<file path="src/rtl/car_direction_detect.sv">
// car_direction_detect
// Gate-sensor front end for the parking lot counter: synchronizes and
// debounces the outer/inner sensor levels, then tracks each crossing with a
// direction FSM that pulses enter/exit only for a complete, ordered crossing.
//
// state | meaning
// ------+-----------------------------------------------------------
// IDLE  | both sensors clear, waiting for a new crossing
// IN1   | outer blocked only: possible entry starting
// IN2   | both blocked during an entry
// IN3   | inner blocked only: entry about to complete
// OUT1  | inner blocked only: possible exit starting
// OUT2  | both blocked during an exit
// OUT3  | outer blocked only: exit about to complete
// ABORT | illegal sequence seen, waiting for both sensors clear
module car_direction_detect #(
    parameter int DB_CYCLES = 4
) (
    input  logic clk,
    input  logic reset,
    input  logic outer_raw,
    input  logic inner_raw,
    output logic outer_db,
    output logic inner_db,
    output logic enter,
    output logic exit,
    output logic err,
    output logic busy
);

    localparam int CW = $clog2(DB_CYCLES) + 1;
    localparam logic [CW-1:0] DB_LAST = CW'(DB_CYCLES - 1);

    localparam logic [2:0] IDLE  = 3'd0;
    localparam logic [2:0] IN1   = 3'd1;
    localparam logic [2:0] IN2   = 3'd2;
    localparam logic [2:0] IN3   = 3'd3;
    localparam logic [2:0] OUT1  = 3'd4;
    localparam logic [2:0] OUT2  = 3'd5;
    localparam logic [2:0] OUT3  = 3'd6;
    localparam logic [2:0] ABORT = 3'd7;

    logic outer_s1_q, outer_s1_d, outer_s2_q, outer_s2_d;
    logic inner_s1_q, inner_s1_d, inner_s2_q, inner_s2_d;
    logic [CW-1:0] outer_cnt_q, outer_cnt_d, inner_cnt_q, inner_cnt_d;
    logic outer_db_q, outer_db_d, inner_db_q, inner_db_d;
    logic [2:0] state_q, state_d;
    logic enter_q, enter_d, exit_q, exit_d, err_q, err_d, busy_q, busy_d;
    logic [1:0] ab;

    // Two-flop synchronizer chain per sensor.
    always_comb begin
        outer_s1_d = outer_raw;
        outer_s2_d = outer_s1_q;
        inner_s1_d = inner_raw;
        inner_s2_d = inner_s1_q;
    end

    // Debounce: the level only moves after DB_CYCLES consecutive mismatching cycles.
    always_comb begin
        outer_cnt_d = outer_cnt_q;
        outer_db_d  = outer_db_q;
        if (outer_s2_q == outer_db_q) begin
            outer_cnt_d = '0;
        end else if (outer_cnt_q == DB_LAST) begin
            outer_db_d  = outer_s2_q;
            outer_cnt_d = '0;
        end else begin
            outer_cnt_d = outer_cnt_q + 1'b1;
        end

        inner_cnt_d = inner_cnt_q;
        inner_db_d  = inner_db_q;
        if (inner_s2_q == inner_db_q) begin
            inner_cnt_d = '0;
        end else if (inner_cnt_q == DB_LAST) begin
            inner_db_d  = inner_s2_q;
            inner_cnt_d = '0;
        end else begin
            inner_cnt_d = inner_cnt_q + 1'b1;
        end
    end

    assign ab = {outer_db_q, inner_db_q};

    // Direction FSM next state and registered pulse/busy values.
    always_comb begin
        state_d = state_q;
        enter_d = 1'b0;
        exit_d  = 1'b0;
        case (state_q)
            IDLE: begin
                case (ab)
                    2'b10:   state_d = IN1;
                    2'b01:   state_d = OUT1;
                    2'b11:   state_d = ABORT;
                    default: state_d = IDLE;
                endcase
            end
            IN1: begin
                case (ab)
                    2'b10:   state_d = IN1;
                    2'b11:   state_d = IN2;
                    2'b00:   state_d = IDLE;
                    default: state_d = ABORT;
                endcase
            end
            IN2: begin
                case (ab)
                    2'b11:   state_d = IN2;
                    2'b01:   state_d = IN3;
                    2'b10:   state_d = IN1;
                    default: state_d = ABORT;
                endcase
            end
            IN3: begin
                case (ab)
                    2'b01:   state_d = IN3;
                    2'b11:   state_d = IN2;
                    2'b00: begin
                        state_d = IDLE;
                        enter_d = 1'b1;
                    end
                    default: state_d = ABORT;
                endcase
            end
            OUT1: begin
                case (ab)
                    2'b01:   state_d = OUT1;
                    2'b11:   state_d = OUT2;
                    2'b00:   state_d = IDLE;
                    default: state_d = ABORT;
                endcase
            end
            OUT2: begin
                case (ab)
                    2'b11:   state_d = OUT2;
                    2'b10:   state_d = OUT3;
                    2'b01:   state_d = OUT1;
                    default: state_d = ABORT;
                endcase
            end
            OUT3: begin
                case (ab)
                    2'b10:   state_d = OUT3;
                    2'b11:   state_d = OUT2;
                    2'b00: begin
                        state_d = IDLE;
                        exit_d  = 1'b1;
                    end
                    default: state_d = ABORT;
                endcase
            end
            default: begin
                if (ab == 2'b00) begin
                    state_d = IDLE;
                end else begin
                    state_d = ABORT;
                end
            end
        endcase
        // err marks entry into ABORT only, so lingering there stays quiet.
        err_d  = (state_d == ABORT) && (state_q != ABORT);
        busy_d = (state_d != IDLE);
    end

    // All state elements; reset clears every stage so a partial crossing is dropped.
    always_ff @(posedge clk or negedge reset) begin
        if (!reset) begin
            outer_s1_q  <= 1'b0;
            outer_s2_q  <= 1'b0;
            inner_s1_q  <= 1'b0;
            inner_s2_q  <= 1'b0;
            outer_cnt_q <= '0;
            inner_cnt_q <= '0;
            outer_db_q  <= 1'b0;
            inner_db_q  <= 1'b0;
            state_q     <= IDLE;
            enter_q     <= 1'b0;
            exit_q      <= 1'b0;
            err_q       <= 1'b0;
            busy_q      <= 1'b0;
        end else begin
            outer_s1_q  <= outer_s1_d;
            outer_s2_q  <= outer_s2_d;
            inner_s1_q  <= inner_s1_d;
            inner_s2_q  <= inner_s2_d;
            outer_cnt_q <= outer_cnt_d;
            inner_cnt_q <= inner_cnt_d;
            outer_db_q  <= outer_db_d;
            inner_db_q  <= inner_db_d;
            state_q     <= state_d;
            enter_q     <= enter_d;
            exit_q      <= exit_d;
            err_q       <= err_d;
            busy_q      <= busy_d;
        end
    end

    assign outer_db = outer_db_q;
    assign inner_db = inner_db_q;
    assign enter    = enter_q;
    assign exit     = exit_q;
    assign err      = err_q;
    assign busy     = busy_q;

endmodule

</file>
<file path="config.mk">
export PLATFORM = sky130hd
export DESIGN_NAME = car_direction_detect
export DESIGN_NICKNAME = d
export VERILOG_FILES = /design/src/rtl/car_direction_detect.sv
export SDC_FILE = /design/constraint.sdc
export NUM_CORES = 1
export LEC_CHECK = 0
export ABC_AREA = 1
export CAP_MARGIN = 25
export CORE_MARGIN = 3
export CORE_UTILIZATION = 25
export CTS_CLUSTER_SIZE = 10
export DETAILED_ROUTE_END_ITERATION = 7
export GPL_TIMING_DRIVEN = 0
export PLACE_DENSITY = 0.52
export SETUP_SLACK_MARGIN = 0.02
export SYNTH_ARGS = -nofsm -noshare
export SYNTH_HDL_FRONTEND = slang
export SYNTH_SLANG_ARGS = --single-unit
</file>
<file path="constraint.sdc">
create_clock -name clk -period 1.4 [get_ports clk]
set_input_delay 0.21 -clock clk [delete_from_list [all_inputs] [get_ports clk]]
set_output_delay 0.21 -clock clk [all_outputs]
set_load 0.05 [all_outputs]
</file>
# Word level (Yosys, flattened, before mapping)
# Cells that the tools add are included.
[totals]
elab_cells = 54
output_inout_bits = 6
inputBits = 4
register_bits = 19
[classes]
n_eq_ne = 15
add_sub_neg = 2
n_mux = 16
reduce_logical = 6
bitwise_logic = 2
[op_table]
columns = ["operator", "count"]
rows = [
  ["$pmux 3 s3", 6],
  ["$pmux 3 s7", 1],
  ["$mux 3", 5],
  ["$eq 3x2->1 const B", 4],
  ["$eq 3x3->1 const B", 4],
  ["$add 3x1->3 const B", 2],
  ["$pmux 2 s3", 1],
  ["$eq 2x2->1 const B", 2],
  ["$reduce_and 2->1", 2],
  ["$eq 3x1->1 const B", 1],
  ["$logic_not 3->1", 1],
  ["$mux 1", 3],
  ["$ne 3x3->1 const B", 1],
  ["$reduce_bool 3->1", 1],
  ["$eq 1x1->1", 2],
  ["$eq 2x1->1 const B", 1],
  ["$logic_not 2->1", 1],
  ["$not 1->1", 2],
  ["$logic_and 1x1->1", 1],
]

# Longest topological paths before layout
# Gate-level depths: netlist of run 1.
[logic_depth]
ltp_word = 5
depth_mapped = 10
depth_no_buf = 10

# Worst setup path before layout of run 1
# No wires, ideal clock.
[synth_path]
path_kind = "reg2reg"
from = "reg outer_db_q, in the netlist outer_db"
to = "reg busy_q, in the netlist busy"
setup_ns = 0.122
t_required_ns = 1.278
path_stages_with_launch = 11
path_buffers = 0
period_less_slack_ns = 1.805
arrival_ns = 1.683
path_slack_ns = -0.405
cell_sequence = "dfrtp_1 inv_1 ha_1 inv_1 nand2_1 nand3_1 nand2_1 inv_1 nand2_1 nor2_1 nand2_1"
[synth_via]
elab_chain_cells = 4
word_cells_on_any_way = 14
cone_classes = "3 x eq/ne; 9 x mux; 2 x reduce/logical"
[synth_rtl]
columns = ["item", "line_no", "text"]
rows = [
  ["start: declaration", "46", "logic outer_db_q, outer_db_d, inner_db_q, inner_db_d;"],
  ["start signal: assignment", "190", "outer_db_q <= outer_db_d;"],
  ["$eq 2x2->1 (tied with other cells)", "n/a", ""],
  ["$pmux 3 s3 (tied with other cells)", "144", "case (ab)"],
  ["$pmux 3 s7 (*)", "91", "case (state_q)"],
  ["named net state_d[1]", "47", "logic [2:0] state_q, state_d;"],
  ["$reduce_bool 3->1 (*)", "164", "busy_d = (state_d != IDLE);"],
  ["named net busy_d", "48", "logic enter_q, enter_d, exit_q, exit_d, err_q, err_d, busy_q, busy_d;"],
  ["end signal: assignment", "196", "busy_q <= busy_d;"],
  ["end: declaration", "48", ""],
]
# Mark *: on every way through the listed nets, which the timed path passes. The rest lies on a longest branch.
# A chain may end at the register's enable or synchronous reset.

# Final worst setup path of run 1
[layout_path]
from = "reg outer_db_q, in the netlist outer_db"
to = "reg state_q[2]"
[layout_via]
elab_chain_cells = 3
word_cells_on_any_way = 12
cone_classes = "3 x eq/ne; 8 x mux; 1 x reduce/logical"
[layout_rtl]
columns = ["item", "line_no", "text"]
rows = [
  ["$eq 2x2->1 (tied with other cells)", "n/a", ""],
  ["$pmux 3 s3 (tied with other cells)", "144", ""],
  ["$pmux 3 s7 (*)", "91", ""],
  ["named net state_d[2]", "47", ""],
  ["end signal: assignment", "192", "state_q <= state_d;"],
  ["end: declaration", "47", ""],
]
# Marked as above.

==> results summary, run 1 <==
The CTS tree is built. The routed design has 1.80 mm of wire. For this configuration, the core starts out at a cell density of 0.264.

The clock input transition at the sequential cells of the worst setup and hold paths came out at 0.07 ns. The area enclosed by the die boundary is 0.00471 mm². Synthesis handed over a netlist of 118 instances. The total number of placement rows came out at 22. Counting tap cells, the placed design contains a total of 175 instances.

The setup TNS after final layout is -0.265 ns. The worst setup path is captured at a register. The slack of the worst reg-to-reg path is -0.09 ns. The flow ran to the end, but the final reports show violations. The count of vias placed by the detailed router came out at 761. The fraction of layout cells with a size suffix above 1 came out at 0.311.

The mean routed wirelength per cell came out at 9.84 µm. The number of synthesized register bits is 19. The deepest clock path buffer count is 2. In the finished design, the share of the clock period the worst path needs comes to 1.07.

Dividing the detail-routed via count by the number of cells gives 4.16. The synthesized area divided by synthesized cell count is 8.31 µm². The slack of the critical path came out at -0.0911 ns.

The net switching fraction of the power came out at 0.470. The residual antenna-violating net count after detailed routing is 0. The critical hold path startpoint is outer_s1_q.

The number of filler instances in the final layout came out at 386. Measured along the x axis, the die boundary spans 68.6 µm. The endpoint identified for the worst register-to-register timing path is state_q[2].

For hold timing, the worst endpoint is outer_s2_q. The part of the total power dissipated in sequential elements is 0.288. The number of antenna violations at the first check in global routing came out at 0. The pin slew with the least headroom to its limit is 0.822 ns. For this design, the slowest cell found on the critical path is sky130_fd_sc_hd__dfrtp_4. The worst stage delay on the critical path is 0.56 ns. Setup repair after global routing could not meet its margin everywhere. The via count of the first global-routing pass came to 768. The critical path is of the reg -> reg type.

The hold violation count in the final report is 0. The clock network fraction of design power is 0.119. The region available for standard cell placement spans 0.00372 mm².

The path class of the tightest hold or removal check is reg -> reg. For the worst setup path, the data required time is 1.54 ns. The TritonCTS buffer count is 3. Summing all flip-flop and latch instances after layout gives 483 µm². The net total in the final layout is 149.

The latest clock arrival within the worst-skew pair came out at 0.25 ns. For this run the aggregate overflow at the end of global routing stands at 0. The share of synthesized area in the top cell type comes to 0.485. The final cell count without fillers is 183. The first-pass GRT wire length is 3.14 mm. The vertical die dimension came out at 68.6 µm.

The power spent charging and discharging nets came out at 1.47 mW. The worst register-to-register path begins at outer_db. The number of cells traversed by the worst register-to-register path is 8. The kind of cell with the highest combined delay along the critical path is flip-flops. The tree is rooted in a sky130_fd_sc_hd__clkbuf_8. Headroom to the max-slew limit came out at 0.450. Subtracting the final worst setup slack from the clock period gives 1.49 ns. The final reports fail on negative setup slack.

The power consumption is 3.14 mW. For this design the top-level I/O count stands at 10. The number of endpoints failing setup at the final stage came out at 5. Synthesis produced a netlist with a net count of 131. The count of input and output buffers came out at 9. The dominant cell type by area after synthesis is sky130_fd_sc_hd__dfrtp_1. The combined area of the multi-input logic cells came out at 524 µm². The total global-route track usage is 0.0899.

The critical-path maximum fanout came out at 7. Detailed placement finished with a half-perimeter wire length of 1.40 mm. The post-route clock skew came out at 0.00264 ns. Entering global routing, the biggest net connects 20 pins.

CTS built an H-tree with a depth of 1. Walking the worst path, the cells encountered are inv_6 > ha_4 > inv_4 > nand3_2 > nand2_1 > nor2_2 > nand2_2 > or2_1. The share of total power dissipated in combinational logic is 0.594. The total leakage power is 0.626 nW.

By area the synthesized netlist is led by sky130_fd_sc_hd__dfrtp_1 48%, sky130_fd_sc_hd__ha_1 11%, sky130_fd_sc_hd__nand2_1 10%, sky130_fd_sc_hd__nor2_1 8.4%, sky130_fd_sc_hd__inv_1 5.7%. Derived from the worst setup path, the maximum achievable clock frequency is 671 MHz. The setup slack at placement is -0.126 ns. The power per cell area is 2380 mW/mm². The total inserted antenna cells is 0. The final weighted congestion in routability-driven placement came out at 0.810.

For this block, the initial DRC count from the detailed router was 11. The worst voltage drop across the vdd grid came out at 853 µV. The buffering stage count on the worst path with inverters included is 2. The clock drives 19 sinks.

The area overhead of the layout relative to synthesis came out at 34.6%. The first TritonRoute pass finished after 4 iterations. The number of library cell types mapped by synthesis is 16.

The data arrival time of the critical path is 1.63 ns. STA classifies the critical path startpoint as a register. The final count of pins violating max slew came to 0. The cell-internal power is 1.66 mW. The count of yosys warnings during synthesis is 0. The number of max-capacitance violations reported is 0.

The number of stages on the worst hold path came out at 0. In the routed design, unresolved DRC markers number 0. The post-synth design cell area is 981 µm². The sequential element share of the synthesized area is 0.485.
-- state kept, by name, summed over array words and instances, names as in the netlist --
signal and cells:
inner_cnt_q 3, outer_cnt_q 3, state_q 3, busy 1, enter 1, err 1
exit 1, inner_db 1, inner_s1_q 1, inner_s2_q 1, outer_db 1, outer_s1_q 1
outer_s2_q 1
-- power by group through the flow --
stage                     registers [mW]  logic, mW  clock network [mW]
after floorplan                     1.05       1.10                   0
final                              0.903       1.86               0.372
after global placement             0.900       1.61                   0
after detailed placement           0.909       1.64                   0
after CTS                          0.896       1.65               0.391
after global routing               0.932       2.09               0.420
-- cell usage after synthesis --
library cell and instances:
sky130_fd_sc_hd__nor3b_1 2, sky130_fd_sc_hd__or2_1 1, sky130_fd_sc_hd__nor4_1 1, sky130_fd_sc_hd__nand2_1 27
sky130_fd_sc_hd__ha_1 9, sky130_fd_sc_hd__buf_4 1, sky130_fd_sc_hd__a21oi_1 2, sky130_fd_sc_hd__nand3_1 9
sky130_fd_sc_hd__inv_1 15, sky130_fd_sc_hd__inv_2 3, sky130_fd_sc_hd__nor2_1 22, sky130_fd_sc_hd__buf_6 1
sky130_fd_sc_hd__nor3_1 2, sky130_fd_sc_hd__dfrtp_1 19, sky130_fd_sc_hd__xnor2_1 2, sky130_fd_sc_hd__nand4_1 2
-- stage by stage --
stage	instance area (µm²)	utilization	hold WS (ns)
after floorplan	1060	-	-0.0856
after CTS	1270	0.341	0.352
after global routing	1320	0.355	0.364
after global placement	1210	0.327	0.332
final	1320	0.355	0.349
after detailed placement	1210	0.327	0.335
-- repair_timing --
| item | 4_1_cts | 5_1_grt |
|---|---|---|
| pin swaps | 2 | 11 |
| gates cloned | 0 | 0 |
| gates resized for setup | 12 | 17 |
| hold buffers | 0 | 0 |
| setup endpoints to repair | 10 | 6 |
| buffers inserted | 2 | 2 |
-- cells by family after synthesis --
group,count (synthesis),share of synthesized area
xor gates and xnor gates,2,0.0179
AOI/OAI and AO/OA,2,0.0102
DFF,19,0.485
buffers and inverters,20,0.0880
adders and majority gates,9,0.115
and+or+nand+nor,66,0.284
-- worst max path at each step --
stage / start / endpoint / slack, ns / depth (start not counted)
finish: outer_db / state_q[2] / -0.09 / 8
global route: inner_db / busy / -0.20 / 10
CTS: outer_db / state_q[2] / -0.09 / 8
detailed placement: inner_db / inner_db / -0.13 / 1
global placement: inner_db / inner_db / -0.13 / 1
floorplan: outer_db / state_q[2] / -0.05 / 9
-- cell type report --
| cell class | instances | area share |
|---|---|---|
| clock inverters | 1 | 0.00379 |
| flip-flops and latches | 19 | 0.366 |
| inverters | 18 | 0.0626 |
| repair buffers | 13 | 0.0796 |
| multi-input cells | 79 | 0.397 |
| plain buffers | 2 | 0.0142 |
| well taps | 48 | 0.0455 |
| clock buffers | 3 | 0.0313 |
-- cells in the final DEF, fill, tap and decap left out, drive strengths merged --
cell and n:
a21oi 2, buf 8, clkbuf 3, clkdlybuf4s50 3, clkinv 1, dfrtp 19
dlygate4sd2 4, ha 9, inv 18, nand2 27, nand3 9, nand4 2
nor2 22, nor3 2, nor3b 2, nor4 1, or2 1, xnor2 2
-- worst register-to-register path, stage by stage, from the launching register on --
cell,delay (ns)
sky130_fd_sc_hd__dfrtp_4,0.56
sky130_fd_sc_hd__inv_6,0.11
sky130_fd_sc_hd__ha_4,0.16
sky130_fd_sc_hd__inv_4,0.05
sky130_fd_sc_hd__nand3_2,0.06
sky130_fd_sc_hd__nand2_1,0.05
sky130_fd_sc_hd__nor2_2,0.11
sky130_fd_sc_hd__nand2_2,0.07
sky130_fd_sc_hd__or2_1,0.21
-- per-layer routing --
metal  track usage  routed length, µm
met1         0.101                756
met2         0.151                953
met3        0.0211                 81
met4        0.0571                  9
met5             0                  0
Note: power is estimated with default switching activity, not from simulation.
==> run 2: changes to the inputs <==
--- a/config.mk
+++ b/config.mk
@@ -7,8 +7,10 @@
 export LEC_CHECK = 0
 export ABC_AREA = 1
 export CAP_MARGIN = 25
+export CORE_ASPECT_RATIO = 0.6
 export CORE_MARGIN = 3
 export CORE_UTILIZATION = 25
+export CTS_BUF_LIST = sky130_fd_sc_hd__clkbuf_4
 export CTS_CLUSTER_SIZE = 10
 export DETAILED_ROUTE_END_ITERATION = 7
 export GPL_TIMING_DRIVEN = 0
==> run 2 against run 1 <==
  * The run still ends with negative setup slack left
  * Non-clock buffer count grew 2
  * Sequential cell count is the same
  * Maximum frequency shrank 2.9%
  * Routed wire length grew 10%
  * Highest routed layer unchanged
  * Total power shrank 1.1%
  * Critical path depth is the same
  * Final area shrank 0.95%
  * Sequential share of layout area grew 0.35 points
  * Sequential power shrank 0.4%
  * Combinational power grew 3%
  * Final cell count shrank 0.55%
  * Core utilization grew 1.8 points
==> results summary, run 2 (synthesis results as in run 1) <==
The critical path required time came out at 1.60 ns (+0.06 ns). The mean routed wirelength per cell is 10.9 µm (+11%). STA classifies the critical path startpoint as a register. The total number of placement rows came out at 16 (-27%). The logic depth of the worst setup path including buffers is 8 (unchanged). The net total in the final layout came out at 151 (+1.3%). The number of vias per cell came out at 4.21 (+1.2%). The deepest clock path buffer count is 2 (unchanged).

The number of DRC violations after detailed routing was 0 (unchanged). The final cell area excluding filler cells came out at 0.00131 mm² (-0.95%). The hold violation count in the final report came out at 0 (unchanged). The critical path goes through ha_4 > inv_2 > nand2_2 > nand2_2 > nor2_1 > nor2_1 > nand2_2 > or2_1. The count of vias placed by the detailed router is 766 (+0.66%). The floorplan die width came to 86.9 µm (+27%). The number of antenna violations at the first check in global routing is 0 (unchanged).

The clock input transition at the sequential cells of the worst setup and hold paths came out at 0.11 ns (+0.04 ns). The setup slack at placement came out at -0.137 ns (-0.0112 ns). The startpoint identified for the worst register-to-register timing path is inner_db. The count of TritonRoute iterations in the first routing pass is 4 (unchanged). The min-delay analysis places its worst path in the category in -> reg.

The highest clock rate is 651 MHz (-2.9%). Setup repair after global routing could not meet its margin everywhere. The minimum clock period is 1.54 ns (+0.0449 ns). The capture instance of the worst register-to-register path is state_q[2]. The largest individual stage delay along the critical path comes from the cell sky130_fd_sc_hd__dfrtp_4. The cell sitting at the root of the clock tree is a sky130_fd_sc_hd__clkbuf_4. The final weighted congestion in routability-driven placement is 0.888 (+9.6%). The initial cell density of the core came out at 0.280 (+0.0160). The top cell types in the final layout, fill and taps aside, are 22 x sky130_fd_sc_hd__nand2_1, 20 x sky130_fd_sc_hd__nor2_1, 17 x sky130_fd_sc_hd__dfrtp_1. The vertical die dimension is 54.5 µm (-21%). The count of H-tree levels built during CTS came out at 1 (unchanged). The worst setup path is captured at a register. The number of endpoints failing setup at the final stage is 4 (-1). The via count of the first global-routing pass came out at 707 (-7.9%). The critical path's most frequent cell is sky130_fd_sc_hd__nand2_2. The count of input and output buffers was 9 (unchanged). The final period utilization came out at 1.10 (+0.0321). The setup TNS after final layout came out at -0.410 ns (-0.144 ns). The critical-path maximum fanout is 5 (-2). The area overhead of the layout relative to synthesis came out at 33.3%. The number of buffers added to fix hold violations after cts was 0 (unchanged). The classification of the worst setup path is reg -> reg. The number of cells traversed by the worst register-to-register path is 8 (unchanged).

The aggregate global routing overflow came out at 0 (unchanged). The area enclosed by the die boundary came out at 0.00474 mm² (+0.52%). The largest registers in the layout are inner_cnt_q x3, outer_cnt_q x3, state_q x3. The latest clock arrival within the worst-skew pair came out at 0.30 ns (+0.05 ns).

The final count of pins violating max slew is 0 (unchanged). The worst stage delay on the critical path is 0.57 ns (about the same). The total inserted antenna cells is 0 (unchanged). The number of DRC markers after the initial detailed-route iteration was 73 (+62). The routed wire length came out at 1.99 mm (+10%). The pin slew with the least headroom to its limit came out at 0.858 ns (+0.0353 ns). The residual antenna-violating net count after detailed routing came out at 0 (unchanged). The number of max-capacitance violations reported is 0 (unchanged).

Leaving out fill and tap cells, the most frequent cell in the layout is sky130_fd_sc_hd__nand2_1. The CTS tree is built. The TritonCTS buffer count was 3 (unchanged).

The start point of the critical path is inner_db. The clock sink count is 19 (unchanged). The slack of the critical path came out at -0.136 ns (-0.0449 ns). The total placed cells including tap cells was 172 (-1.7%). The buffering stage count on the worst path with inverters included is 1 (-1). The slack of the worst reg-to-reg path is -0.14 ns (-0.04 ns). The maximum number of pins on one net before global-route repair is 20 (unchanged). The final cell count without fillers came out at 182 (-0.55%).

The total leakage power is 0.617 nW (-1.4%). The last element of the critical path is state_q[2]. The flow ran to the end, but the final reports show violations. The final reports fail on negative setup slack. The power per cell area is 2370 mW/mm² (-0.15%).

The fraction of layout cells with a size suffix above 1 was 0.314 (+0.00276). The number of top-level design ports is 10 (unchanged). The worst relative slew slack came out at 0.426 (-0.0236). The detailed placer's ending HPWL was 1.53 mm (+9.1%). The total global-route track usage is 0.0977 (+0.00778). The cell area after placement is 0.00121 mm² (-0.31%). The top cell family by delay on the critical path is simple AND/OR/NAND/NOR gates. The post-route clock skew is 0.00205 ns (-0.000592 ns). The data arrival time of the critical path came out at 1.74 ns (+0.11 ns).

The first-pass GRT wire length came out at 3.39 mm (+8.1%). The worst voltage drop across the vdd grid came out at 915 µV (+7.3%). The placeable core region came out at 0.00350 mm² (-5.7%).
[run 2: cell count changes in the layout (fill, tap and decap cells not counted), moves of 2 or more]
| cell | delta |
|---|---|
| sky130_fd_sc_hd__nor2_2 | -5 |
| sky130_fd_sc_hd__clkbuf_8 | -3 |
| sky130_fd_sc_hd__nor2_1 | +5 |
| sky130_fd_sc_hd__clkbuf_4 | +3 |
| sky130_fd_sc_hd__clkdlybuf4s15_2 | +2 |
| sky130_fd_sc_hd__dlygate4sd2_1 | -4 |
| sky130_fd_sc_hd__clkbuf_2 | +2 |
[run 2: metrics by stage]
stage                     total power [mW]   util  hold slack [ns]
final                                 3.11  0.373            0.330
after global routing                  3.40  0.373            0.308
after CTS                             2.92  0.359            0.316
after detailed placement              2.58  0.345            0.336
after global placement                2.55  0.345            0.333
after floorplan                       2.16      -          -0.0856
[run 2: how the worst min path moves through the flow]
stage | slack [ns] | depth (start not counted) | from | endpoint
5_1_grt | 0.31 | 1 | outer_raw | outer_s1_q
2_1_floorplan | -0.09 | 0 | reset | busy
3_3_place_gp | 0.33 | 0 | inner_s1_q | inner_s2_q
4_1_cts | 0.32 | 1 | inner_raw | inner_s1_q
6_report | 0.33 | 1 | inner_raw | inner_s1_q
3_5_place_dp | 0.34 | 0 | outer_s1_q | outer_s2_q
[run 2: area by class of cell]
cell class                      instances  area, µm²
Fill cell                             365       2200
Sequential cell                        19        483
Timing Repair Buffer                   15        131
Clock inverter                          1       7.51
Multi-Input combinational cell         79        508
Tap cell                               45       56.3
Buffer                                  2       18.8
Inverter                               18       80.1
Clock buffer                            3       22.5
[run 2: timing repair]
action                                  CTS  global route
endpoints found under the setup margin   10             8
cloned                                    0             0
resized for setup                        20            15
setup buffers                             2             4
pin swaps                                 5             5
[run 2: layer usage]
| metal | share of wire | global-route usage |
|---|---|---|
| met1 | 0.58 | 0.149 |
| met2 | 0.35 | 0.123 |
| met3 | 0.070 | 0.0421 |
| met4 | 0.0050 | 0.0155 |
| met5 | 0 | 0 |
[run 2: report_power, final]
| group | switching [mW] | internal (mW) |
|---|---|---|
| registers | 0.176 | 0.724 |
| clock network | 0.180 | 0.109 |
| logic | 1.15 | 0.767 |
| total | 1.51 | 1.60 |
